===== config.mk =====
export PLATFORM = sky130hd
export DESIGN_NAME = johnson_counter_n
export DESIGN_NICKNAME = d
export VERILOG_FILES = /design/src/rtl/johnson_counter_n.sv
export SDC_FILE = /design/constraint.sdc
export NUM_CORES = 1
export LEC_CHECK = 0
export CAP_MARGIN = 20
export CORE_ASPECT_RATIO = 1.2
export CORE_MARGIN = 1.5
export CORE_UTILIZATION = 59
export CTS_BUF_LIST = sky130_fd_sc_hd__clkbuf_2
export CTS_CLUSTER_DIAMETER = 40
export DETAILED_ROUTE_END_ITERATION = 7
export DONT_BUFFER_PORTS = 1
export GPL_ROUTABILITY_DRIVEN = 1
export PLACE_DENSITY_LB_ADDON = 0.25
export SYNTH_ARGS = -nofsm -noshare
export SYNTH_HDL_FRONTEND = slang
export SYNTH_SLANG_ARGS = --single-unit

===== constraint.sdc =====
create_clock -name clk -period 3.8 [get_ports clk]
set_input_delay 0.76 -clock clk [delete_from_list [all_inputs] [get_ports clk]]
set_output_delay 0.76 -clock clk [all_outputs]
set_load 0.1 [all_outputs]

===== src/rtl/johnson_counter_n.sv =====
// rtl/johnson_counter_n.sv - parametrised Johnson / one-hot ring counter
// with phase load, decoded phase index, wrap pulse and illegal-state correction.
module johnson_counter_n #(
  parameter int WIDTH        = 4,
  parameter int MODE         = 0,
  parameter int SELF_CORRECT = 1,
  localparam int PW          = $clog2(2 * WIDTH)
) (
  input  logic             clk,
  input  logic             reset,
  input  logic             en,
  input  logic             dir,
  input  logic             load,
  input  logic [PW-1:0]    load_phase,
  output logic [WIDTH-1:0] q,
  output logic [PW-1:0]    phase,
  output logic             wrap,
  output logic             illegal
);

  localparam int P = (MODE == 0) ? 2 * WIDTH : WIDTH;
  localparam logic [WIDTH-1:0] RESET_Q = (MODE == 0) ? '0 : WIDTH'(1);
  localparam logic [PW-1:0] LAST_PHASE = PW'(P - 1);

  // State word for a phase index (index assumed already < P).
  function automatic logic [WIDTH-1:0] enc(input logic [PW-1:0] k);
    logic [WIDTH-1:0] r;
    r = '0;
    for (int i = 0; i < WIDTH; i++) begin
      if (MODE == 0)
        r[i] = (int'(k) < WIDTH) ? (i < int'(k)) : (i >= int'(k) - WIDTH);
      else
        r[i] = (i == int'(k));
    end
    return r;
  endfunction

  // Phase index of a state word; only meaningful for legal states.
  function automatic logic [PW-1:0] dec(input logic [WIDTH-1:0] s);
    logic [PW-1:0] r;
    int c;
    r = '0;
    c = 0;
    if (MODE == 0) begin
      for (int i = 0; i < WIDTH; i++)
        if (s[i]) c++;
      r = s[WIDTH-1] ? PW'(2 * WIDTH - c) : PW'(c);
    end else begin
      for (int i = WIDTH - 1; i >= 0; i--)
        if (s[i]) r = PW'(i);
    end
    return r;
  endfunction

  logic [WIDTH-1:0] fwd_q;
  logic [WIDTH-1:0] rev_q;
  logic [PW-1:0]    load_idx;
  logic [WIDTH-1:0] next_q;
  logic             next_wrap;

  // A state is legal exactly when it survives a decode/encode round trip.
  assign illegal = (enc(dec(q)) != q);

  always_comb begin
    if (MODE == 0) begin
      fwd_q = {q[WIDTH-2:0], ~q[WIDTH-1]};
      rev_q = {~q[0], q[WIDTH-1:1]};
    end else begin
      fwd_q = {q[WIDTH-2:0], q[WIDTH-1]};
      rev_q = {q[0], q[WIDTH-1:1]};
    end
  end

  assign load_idx = (int'(load_phase) >= P) ? '0 : load_phase;

  always_comb begin
    next_q    = q;
    next_wrap = 1'b0;
    if (load) begin
      next_q = enc(load_idx);
    end else if ((SELF_CORRECT != 0) && illegal) begin
      next_q = RESET_Q;
    end else if (en) begin
      next_q    = dir ? rev_q : fwd_q;
      next_wrap = !illegal && (dir ? (phase == '0) : (phase == LAST_PHASE));
    end
  end

  always_ff @(posedge clk) begin
    if (reset) begin
      q     <= RESET_Q;
      phase <= '0;
      wrap  <= 1'b0;
    end else begin
      q     <= next_q;
      phase <= dec(next_q);
      wrap  <= next_wrap;
    end
  end

endmodule


==> impl_metrics.toml <==
[clocking]
htree_levels = 1
clock_latency_ps = 230
clock_sinks = 8
cts_buffers = 3
tritoncts = "yes"
clockRootBuffer = "clkbuf_2"
clock_path_buffers = 2
ctsHoldBuffers = 0
cts.clk_slew.worst_paths_ps = 80

[logic_synthesis]
ys_seq_area_share_pct = 15.1
ys_warn_count = 0
syn_nets = 142
syn_area_um2 = 1060
ys_seq_elements = 8
syn_inst = 123
synthDistinctLibCells = 53
syn_area_per_cell_um2 = 8.65

[sta]
max_freq_mhz = 264
maxSlewViolCount = 0
finalClockSkew_ps = 5.93
final-hold-violation-count = 0
fin_crit_sh_pct = 99.8
maxSlewHeadroom_pct = 32.7
rsz0062_at_grt = "yes"
worst_slew_pin_slew_ps = 1010
setup_viol = 0
fin_crit_ps = 3790

[finish]
nets = 165
drive_gt1_share_pct = 45.5
postLayoutCoreUtil_pct = 84.6
fill_cells = 91
syn2layout_area_growth_pct = 32.2
insertedDiodeCount = 0

[status]
status = "complete, no violations"

[setup_path]
crit_buf_inv = 3
end_kind = "flip-flop"
path_class = "flip-flop to flip-flop"
slowest_delay_ps = 390
cp_slowest_cell = "dfxtp_4"
path_delay_family = "compound AO/OA/AOI/OAI gates"
startpoint_type = "flip-flop"
cp.required_ps = 3970
worstPathMaxFanout = 4
path_cells = "inv_4, ha_4, nand2_1, o21ai_1, xnor2_1, buf_4, ha_1, xor2_1, o21ai_2, a211oi_4, nand2_2, o21a_1, inv_1, ha_1, a21o_1, a31oi_1, a211o_1, a21boi_2, ha_2, xnor2_1, a2111o_1, a21oi_1"
critPathArrivalTime_ps = 3960

[floorplan]
coreArea_um2 = 1660
ios = 17
die_height_um = 49.5
die_area_um2 = 2070
initial_utilization_pct = 64.0
num_rows = 16
fp.dieW_um = 41.8

[route]
routedWlPerCell_um = 16.1
route.detailed.drc = 0
first_iter_violations = 16
dr_total_vias = 1014
drt-pass1-iter-count = 4
vias_per_cell = 6.22
wirelength_um = 2630
antenna_left = 0

[placed_design]
gp_congestion = 0.857
io_buffers = 0
hpwl_um = 1980

[global_routing]
grt_pass1_vias = 1085
grt-ovfl-total = 0
grtUsageTotal_pct = 26.7
grt_pass1_wl_um = 4360
grt_max_degree = 13
antenna_found_initial = 0

[power]
leakagePower_nw = 0.579
peakVddDrop_mv = 0.332
powerDensity_nw_per_um2 = 394
finalPower_w = 0.000554

[min_path]
hold_class = "primary input to flip-flop"

[job]
drv_cap = 0
-- registers in the layout, indices dropped and copies added (netlist names) --
register	flops
phase	3
q	4
wrap	1
-- per-layer routing --
layer,global-route usage [%],routed length (µm)
met3,3.30,72
met2,53.6,1460
met4,11.8,51
met5,0,0
met1,26.2,1040
-- cell usage after synthesis, drive strengths merged --
cell type / number / share of area, %
inv: 12 / 4.2
ha: 11 / 13
a21oi: 8 / 4.5
dfxtp: 8 / 15
nor2: 7 / 2.5
nand2: 6 / 2.1
buf: 5 / 3.6
nand2b: 5 / 2.9
xnor2: 5 / 4.8
a31oi: 4 / 3.8
nor2b: 4 / 2.4
o21ai: 4 / 2.2
a21o: 3 / 2.1
mux2i: 3 / 2.8
nand3: 3 / 1.4
o31ai: 3 / 3.4
a211oi: 2 / 2.6
and2: 2 / 1.4
mux2: 2 / 2.5
nor3: 2 / 0.94
o21a: 2 / 1.4
o311ai: 2 / 1.6
a2111o: 1 / 1.1
a2111oi: 1 / 0.82
a211o: 1 / 0.82
a21bo: 1 / 0.94
a21boi: 1 / 0.71
a311o: 1 / 0.94
a31o: 1 / 0.82
a32o: 1 / 1.1
and4b: 1 / 0.94
clkbuf: 1 / 0.47
nand4b: 1 / 0.82
nand4bb: 1 / 1.1
nor3b: 1 / 0.71
o2111ai: 1 / 1.4
o211a: 1 / 0.94
o211ai: 1 / 2.0
o21bai: 1 / 0.71
or2b: 1 / 0.71
or4b: 1 / 0.94
xor2: 1 / 0.82
-- what timing repair did --
action	in CTS	in global routing
resized for setup	4	1
buffers inserted	10	2
pin swaps	8	2
endpoints found under the setup margin	1	1
cloned	0	0
-- placed cells by master, fill, tap and decap left out, types with 2 or more instances in the layout --
master / n
clkbuf_2: 4
ha_4: 5
nand2_1: 5
inv_4: 2
buf_4: 24
inv_1: 9
a21o_1: 3
dfxtp_4: 3
ha_1: 4
o31ai_1: 2
xnor2_1: 3
o21ai_0: 2
a21oi_2: 2
a21oi_1: 5
dfxtp_1: 4
mux2i_1: 3
nor2_1: 7
nor2b_1: 4
nand2b_1: 5
a31oi_1: 3
nor3_1: 2
ha_2: 2
-- power breakdown --
part	leakage, nW	internal, W	switching (W)
Clock	0.0166	0.0000280	0.0000285
Combinational	0.494	0.000159	0.000189
Sequential	0.0682	0.0000928	0.0000570
Total	0.579	0.000279	0.000274
-- logic make-up after synthesis --
logic type	count (synthesis)	share of synthesized area (%)
buffers and inverters	18	8.35
muxes	5	5.29
DFF	8	15.1
xor gates and xnor gates	6	5.65
and+or+nand+nor	35	18.8
adders and majority gates	11	12.9
AOI/OAI and AO/OA	40	33.9
-- final cells by class --
class / count / area (µm²) / share of cell area, %
repair buffers: 24 / 180 / 12.8
clock buffers: 4 / 20.0 / 1.42
inverters: 12 / 50.0 / 3.56
multi-input cells: 97 / 961 / 68.3
well taps: 18 / 22.5 / 1.60
flip-flops and latches: 8 / 173 / 12.3
-- stage by stage --
stage | instance area, µm² | instances | hold slack, ps | TNS, ps | worst slack [ps]
after floorplan | 1190 | 123 | 903 | -223 | -223
after global placement | 1260 | 147 | 826 | 0 | 80.8
after detailed placement | 1260 | 147 | 829 | -94.5 | -94.5
after CTS | 1380 | 161 | 575 | -6.18 | -6.18
after global routing | 1410 | 163 | 562 | -152 | -152
final | 1410 | 163 | 577 | 0 | 8.18
-- final timing paths --
kind / startpoint / endpoint / slack, ps / depth (start not counted)
setup / recovery: q[1]$_SDFF_PP0_ / phase[2]$_SDFF_PP0_ / 8 / 22
hold / removal: reset / q[0]$_SDFF_PP0_ / 580 / 1
setup reg to reg: q[1]$_SDFF_PP0_ / phase[2]$_SDFF_PP0_ / 8 / 22
hold reg to reg: q[1]$_SDFF_PP0_ / phase[1]$_SDFF_PP0_ / 990 / 5
No activity file was read; power rests on OpenSTA's default activity.
